File: config.mk
export PLATFORM = sky130hd
export DESIGN_NAME = adc_muestreo
export DESIGN_NICKNAME = d
export VERILOG_FILES = /design/src/rtl/adc_muestreo.sv
export SDC_FILE = /design/constraint.sdc
export NUM_CORES = 1
export LEC_CHECK = 0
export CAP_MARGIN = 20
export CELL_PAD_IN_SITES_DETAIL_PLACEMENT = 1
export CELL_PAD_IN_SITES_GLOBAL_PLACEMENT = 1
export CORE_MARGIN = 2
export CORE_UTILIZATION = 40
export CTS_CLUSTER_DIAMETER = 100
export DETAILED_ROUTE_END_ITERATION = 8
export PLACE_DENSITY = 0.82
export SLEW_MARGIN = 10
export SYNTH_ARGS = -nofsm -noshare
export SYNTH_HDL_FRONTEND = slang
export SYNTH_SLANG_ARGS = --single-unit
File: constraint.sdc
create_clock -name clk -period 2.65 [get_ports clk]
set_clock_uncertainty 0.2 [all_clocks]
set_input_delay 0.6625 -clock clk [delete_from_list [all_inputs] [get_ports clk]]
set_output_delay 0.6625 -clock clk [all_outputs]
set_load 0.02 [all_outputs]
File: src/rtl/adc_muestreo.sv
// rtl/adc_muestreo.sv - periodic AD7476-style SPI sampler producing a signed fixed-point sample and strobe
// Optional macro ADC_FILT2_EN: output is the two-tap average of the current and previous samples.
module adc_muestreo #(
   parameter int size       = 19,
   parameter int SHIFT      = 6,
   parameter int CLK_DIV    = 4,
   parameter int SAMPLE_DIV = 1000
) (
   input  logic                   clk,
   input  logic                   rst,
   input  logic                   run,
   input  logic                   miso,
   output logic                   sclk,
   output logic                   cs_n,
   output logic signed [size-1:0] yk,
   output logic [11:0]            raw,
   output logic                   sample_en,
   output logic                   overrun
);

   localparam logic [1:0] S_IDLE = 2'd0;
   localparam logic [1:0] S_CONV = 2'd1;
   localparam logic [1:0] S_DONE = 2'd2;

   localparam int HW = (CLK_DIV > 1) ? $clog2(CLK_DIV) : 1;
   localparam int TW = (SAMPLE_DIV > 1) ? $clog2(SAMPLE_DIV) : 1;
   localparam logic [HW-1:0] HP_LAST   = HW'(CLK_DIV - 1);
   localparam logic [TW-1:0] TICK_LAST = TW'(SAMPLE_DIV - 1);

   logic [1:0]            state_q, state_d;
   logic                  cs_n_q, cs_n_d;
   logic                  sclk_q, sclk_d;
   logic [HW-1:0]         hp_q, hp_d;
   logic [4:0]            bit_q, bit_d;
   logic [15:0]           shift_q, shift_d;
   logic [TW-1:0]         tick_cnt_q, tick_cnt_d;
   logic [11:0]           raw_q, raw_d;
   logic signed [size-1:0] yk_q, yk_d;
   logic                  sample_en_q, sample_en_d;
   logic                  overrun_q, overrun_d;
   logic                  tick_w;
   logic signed [11:0]    centred_w;
   logic signed [size-1:0] cur_w;
`ifdef ADC_FILT2_EN
   logic signed [size-1:0] y_prev_q, y_prev_d;
   logic signed [size:0]   sum_w;
`endif

   assign tick_w = run && (tick_cnt_q == TICK_LAST);

   // Offset binary to two's complement is just an MSB flip.
   assign centred_w = {~shift_q[11], shift_q[10:0]};
   assign cur_w     = {{(size-12){centred_w[11]}}, centred_w} <<< SHIFT;
`ifdef ADC_FILT2_EN
   assign sum_w = {cur_w[size-1], cur_w} + {y_prev_q[size-1], y_prev_q};
`endif

   always_comb begin
      state_d     = state_q;
      cs_n_d      = cs_n_q;
      sclk_d      = sclk_q;
      hp_d        = hp_q;
      bit_d       = bit_q;
      shift_d     = shift_q;
      raw_d       = raw_q;
      yk_d        = yk_q;
      sample_en_d = 1'b0;
      overrun_d   = tick_w && (state_q != S_IDLE);
      tick_cnt_d  = '0;
`ifdef ADC_FILT2_EN
      y_prev_d    = y_prev_q;
`endif
      if (run && !tick_w) tick_cnt_d = tick_cnt_q + TW'(1);

      case (state_q)
         S_IDLE: begin
            if (tick_w) begin
               state_d = S_CONV;
               cs_n_d  = 1'b0;
               hp_d    = '0;
               bit_d   = '0;
               shift_d = '0;
            end
         end
         S_CONV: begin
            if (hp_q == HP_LAST) begin
               hp_d = '0;
               // After the 16th rising edge one idle half-period passes before deselect.
               if (bit_q != 5'd16) begin
                  sclk_d = ~sclk_q;
                  if (!sclk_q) begin
                     shift_d = {shift_q[14:0], miso};
                     bit_d   = bit_q + 5'd1;
                  end
               end else begin
                  cs_n_d  = 1'b1;
                  sclk_d  = 1'b1;
                  state_d = S_DONE;
               end
            end else begin
               hp_d = hp_q + HW'(1);
            end
         end
         S_DONE: begin
            state_d     = S_IDLE;
            raw_d       = shift_q[11:0];
            sample_en_d = 1'b1;
`ifdef ADC_FILT2_EN
            yk_d        = sum_w[size:1];
            y_prev_d    = cur_w;
`else
            yk_d        = cur_w;
`endif
         end
         default: state_d = S_IDLE;
      endcase
   end

   always_ff @(posedge clk or negedge rst) begin
      if (!rst) begin
         state_q     <= S_IDLE;
         cs_n_q      <= 1'b1;
         sclk_q      <= 1'b1;
         hp_q        <= '0;
         bit_q       <= '0;
         shift_q     <= '0;
         tick_cnt_q  <= '0;
         raw_q       <= '0;
         yk_q        <= '0;
         sample_en_q <= 1'b0;
         overrun_q   <= 1'b0;
`ifdef ADC_FILT2_EN
         y_prev_q    <= '0;
`endif
      end else begin
         state_q     <= state_d;
         cs_n_q      <= cs_n_d;
         sclk_q      <= sclk_d;
         hp_q        <= hp_d;
         bit_q       <= bit_d;
         shift_q     <= shift_d;
         tick_cnt_q  <= tick_cnt_d;
         raw_q       <= raw_d;
         yk_q        <= yk_d;
         sample_en_q <= sample_en_d;
         overrun_q   <= overrun_d;
`ifdef ADC_FILT2_EN
         y_prev_q    <= y_prev_d;
`endif
      end
   end

   assign sclk      = sclk_q;
   assign cs_n      = cs_n_q;
   assign yk        = yk_q;
   assign raw       = raw_q;
   assign sample_en = sample_en_q;
   assign overrun   = overrun_q;

endmodule

* After elaboration in Yosys (flattened, before gate mapping)
Index checks and enable logic that the tools add are counted.
Storage, ports and cells: input port bits 4, register bits 59
Operators by class: equality and inequality tests 10, mux-type cells 24, $add $sub $neg 3, bitwise operators 2, reduce and logical (&&, ||, !) cells 12
Operators by type and width (count):
- $mux 12 | 4
- $pmux 12 s2 | 1
- $mux 5 | 4
- $add 10x1->10 const B | 1
- $eq 10x10->1 const B | 1
- $mux 10 | 1
- $mux 2 | 5
- $ne 2x2->1 const B | 5
- $pmux 5 s2 | 1
- $pmux 2 s2 | 2
- $add 5x1->5 const B | 1
- $mux 1 | 5
- $ne 5x5->1 const B | 1
- $reduce_and 5->1 | 1
- $eq 2x2->1 const B | 2
- $reduce_and 2->1 | 2
- $reduce_and 4->1 | 1
- $reduce_bool 2->1 | 2
- $logic_and 1x1->1 | 3
- $reduce_and 3->1 | 1
- $add 2x1->2 const B | 1
- $eq 2x1->1 const B | 1
- $logic_not 2->1 | 1
- $not 1->1 | 2
- 2 further kinds | 2

* Depth between registers and ports, before layout
depth after elaboration 5, gate-level depth with buffers 6, mapped depth without buffers 5

* Least setup slack after synthesis
OpenSTA, ideal clock, no wires.
path kind input-to-reg, start point input run, end point register bit_q[4], path buffers 1, slack 831 ps, stages 4, arrival time 1491 ps, cells stage by stage or3b_1 -> nor4_2 -> buf_2 -> o22ai_1
On the way: cells in the longest elaborated chain, start to end 3
RTL lines:
- from (decl) | RTL line 11 | input logic run,
- $logic_and 1x1->1 | RTL line 49 | assign tick_w = run && (tick_cnt_q == TICK_LAST);
- $ne 2x2->1 (no line)
- $reduce_and 5->1 (no line)
- to (signal assigned) | RTL line 140 | bit_q <= bit_d;
- to (decl) | RTL line 34 | logic [4:0] bit_q, bit_d;
Every way passes these cells. A chain may end at the register's enable or synchronous reset.

* Final worst setup path
start point register sclk_q, in the netlist sclk, end point output sclk
RTL lines:
- from (decl) | RTL line 32 | logic sclk_q, sclk_d;
- from (signal assigned) | RTL line 138 | sclk_q <= sclk_d;
- to (decl) | RTL line 13 | output logic sclk,
No word-level cell between the ends.

==> results.rst <==
.. list-table::
   :header-rows: 1

   * - Metric
     - Value
   * - Outcome
     - finished, final reports clean
   * - Weighted congestion reported at the end of routability-driven placement
     - 0.768
   * - CTS-repair resized insts
     - 0
   * - Library cell contributing the largest single delay on the critical path
     - clkdlybuf4s50_1
   * - Fill cell total of the finished layout
     - 624
   * - GRT overflow
     - 0
   * - Ys Warns
     - 0
   * - Number of synthesized register bits
     - 48
   * - Most frequent standard cell in the layout excluding fill and tap cells
     - dfrtp_1
   * - Cell area after synthesis
     - 2300 sq um
   * - Maximum number of pins on one net before global-route repair
     - 49
   * - Max-Slew Margin vs Limit
     - 35.9%
   * - Static Leakage
     - 1.17 nW
   * - Proportion of power drawn by the clock network
     - 39.0%
   * - Level count of the clock H-tree
     - 2
   * - TritonCTS clock tree
     - built
   * - Part of the cycle the worst path needs
     - 88.2%
   * - Vias in the first global route
     - 1666
   * - Num ports
     - 39
   * - Number of endpoints with negative hold slack in the final report
     - 0
   * - Launching element type of the critical path
     - register
   * - Remaining number of nets flagged by the antenna check after routing
     - 0
   * - Number of max-slew violations in the final report
     - 0
   * - # nets final
     - 235
   * - Total half-perimeter wirelength after legalization and detailed placement
     - 3220 um
   * - Final setup violation count
     - 0
   * - Final critical-path setup slack
     - 0.313 ns
   * - Internal Dissipation
     - 1.04 mW
   * - CTS root buffer
     - clkbuf_8
   * - Initial Util
     - 41.5%
   * - Relative contribution of sequential cells to total power
     - 57.1%
   * - Areal power density over the cells
     - 493 nW/um^2
   * - CTS Hold Bufs
     - 0
   * - Critical-path cell list
     - clkdlybuf4s50_1
   * - Clock latency reported for the late side of the worst-skew pair
     - 0.30 ns
   * - Worst hold path type
     - in -> async
   * - Clock tree buffer depth
     - 2
   * - Violation count after the first detailed-routing iteration
     - 63
   * - GRT Resource Usage Total
     - 16.5%
   * - Final critical path time including I/O delays and setup
     - 2.34 ns
   * - Least-Margin Pin Slew
     - 0.958 ns
   * - Highest achievable clock rate
     - 0.428 GHz
   * - Post-detailed-routing wire length
     - 4760 um
   * - WP data required
     - 1.79 ns
   * - Postcts setup bufs
     - 0
   * - Maximum vdd ir drop
     - 213 uV
   * - Routed via count
     - 1640
   * - Routed length per instance
     - 15.9 um
   * - Detailed Routing Iterations Pass 1
     - 4
   * - Layout cells sized above 1
     - 14.0%
   * - Placement-stage worst setup slack
     - 0.191 ns
   * - Drt drc
     - 0
   * - Cell accounting for the most synthesized area
     - dfrtp_1
   * - Placement Rows
     - 27
   * - Top library cells by usage in the layout, fill and taps aside
     - 46 x dfrtp_1, 31 x clkdlybuf4s50_1, 15 x o21ai_0
   * - Switching pwr
     - 0.287 mW
   * - CTS clock-pin slew for the worst setup and hold paths
     - 0.08 ns
   * - Mean area per synthesized cell
     - 11.2 sq um
   * - Storage element area
     - 1200 sq um
   * - Sequential area share after synthesis
     - 52.3%
   * - Total core area
     - 5540 sq um
   * - Antenna violations before repair
     - 0
   * - Synth cell types
     - 39
   * - Max capacitance violation total
     - 0
   * - Gate count of the mapped netlist
     - 206
   * - Multi-input combinational cell area
     - 913 sq um
   * - Worst Path Arrival
     - 1.47 ns
   * - Largest incremental delay on the critical path
     - 0.61 ns
   * - Total negative slack for setup checks
     - 0 ns
   * - First-pass GRT wire length
     - 8190 um
   * - Yosys top cell area share
     - 50.0%
   * - Classification of the worst setup path
     - reg -> out
   * - Relative area change from synthesis to final layout
     - 16.9%
   * - Die Height
     - 79.8 um
   * - Relative contribution of combinational cells to total power
     - 3.9%
   * - Top fanout value on the critical path
     - 5
   * - Die outline area
     - 6380 sq um
   * - Ant. Diodes
     - 0
   * - RSZ-0062 raised after global routing
     - no
   * - Number of clock sinks
     - 48
   * - Via/cell ratio
     - 5.47
   * - Leading cell types by total area after synthesis
     - dfrtp_1 50%, mux2_2 6.4%, buf_4 5.9%, o21ai_0 3.3%, o2bb2ai_1 2.7%
   * - Buffers and inverters on the worst path
     - 1
   * - Horizontal die dimension
     - 79.8 um
   * - Kind of end point of the critical path
     - output port
   * - CP delay by family, top
     - buffers and inverters
   * - Total of buffers placed on input and output ports
     - 32
   * - Number of buffers created by CTS
     - 5
   * - Proportion of total power due to net switching
     - 21.6%
==> final timing paths <==
kind,start,endpoint,slack [ns],depth (start not counted)
max in group asynchronous,rst,bit_q[3]$_DFFE_PN0P_,1.56,2
max reg2reg,bit_q[0]$_DFFE_PN0P_,shift_q[7]$_DFFE_PN0P_,0.32,5
min,rst,tick_cnt_q[0]$_DFF_PN0_,0.25,2
min reg2reg,cs_n$_DFFE_PN1P_,cs_n$_DFFE_PN1P_,0.28,2
min in group clk,cs_n$_DFFE_PN1P_,cs_n$_DFFE_PN1P_,0.28,2
max,sclk$_DFFE_PN1P_,sclk,0.31,1
==> per-layer routing <==
metal	GRT usage (%)	share of wire (%)	routed length, um	vias up
li1	-	-	-	755
met1	21.1	44	2110	844
met2	27.8	51	2420	35
met3	3.39	3.6	170	6
met4	5.59	1.4	67	0
met5	0	0	0	-
==> flip-flops by register name, summed over array words and instances (netlist names) <==
| register | count |
|---|---|
| hp_q | 2 |
| raw | 12 |
| yk | 1 |
| sclk | 1 |
| sample_en | 1 |
| cs_n | 1 |
| overrun | 1 |
| bit_q | 5 |
| state_q | 2 |
| tick_cnt_q | 10 |
| shift_q | 12 |
==> metrics by stage <==
step	area [sq um]	util, %	std cells	power [mW]	hold WS (ns)
global route	2690	48.6	300	1.38	0.301
floorplan	2320	-	211	0.802	0.167
finish	2690	48.6	300	1.33	0.251
CTS	2690	48.6	300	1.34	0.274
global placement	2580	46.6	292	0.821	0.256
detailed placement	2580	46.6	292	0.825	0.268
==> power by group through the flow <==
| stage | Combinational, mW | Sequential, mW | Clock (mW) |
|---|---|---|---|
| after floorplan | 0.0341 | 0.768 | 0 |
| after global placement | 0.0502 | 0.771 | 0 |
| after detailed placement | 0.0519 | 0.773 | 0 |
| after CTS | 0.0521 | 0.758 | 0.529 |
| after global routing | 0.0586 | 0.761 | 0.564 |
| final | 0.0511 | 0.758 | 0.518 |
==> Yosys cell counts (all sizes together) <==
| master | count |
|---|---|
| nor4bb | 1 |
| buf | 24 |
| nor4 | 3 |
| nor2 | 6 |
| nand2b | 4 |
| or3b | 1 |
| conb | 1 |
| nand4bb | 3 |
| and4bb | 1 |
| a31oi | 1 |
| nand3 | 8 |
| nand4 | 2 |
| dfrtp | 46 |
| nor2b | 1 |
| o31ai | 4 |
| a21oi | 11 |
| inv | 6 |
| o21ai | 15 |
| ha | 4 |
| o22ai | 3 |
| or4 | 2 |
| a221o | 5 |
| a211o | 1 |
| nand2 | 13 |
| clkbuf | 4 |
| xnor2 | 1 |
| and2 | 2 |
| mux2 | 13 |
| dfstp | 2 |
| xor2 | 4 |
| o31a | 1 |
| or3 | 3 |
| a22o | 2 |
| nand3b | 1 |
| o2bb2ai | 7 |
==> kinds of logic (layout without fill, tap and decap cells) <==
logic type / count (synthesis) / count (layout) / share of synthesized area (%)
AND/OR/NAND/NOR: 51 / 51 / 13.6
XOR/XNOR: 5 / 5 / 1.90
buffers and inverters: 34 / 51 / 8.81
AO/OA/AOI/OAI: 50 / 50 / 14.6
other: 1 / 6 / 0.163
flip-flops: 48 / 48 / 52.3
adder cells (fa/ha/maj): 4 / 4 / 2.18
multiplexers: 13 / 13 / 6.36
==> final cells by class <==
cell class / count / area share, %
multi-input cells: 129 / 34.0
well taps: 72 / 3.35
inverters: 6 / 0.837
clock buffers: 6 / 2.70
clock inverters: 2 / 1.30
flip-flops and latches: 48 / 44.7
repair buffers: 37 / 13.1
Note: power is estimated with default switching activity, not from simulation.
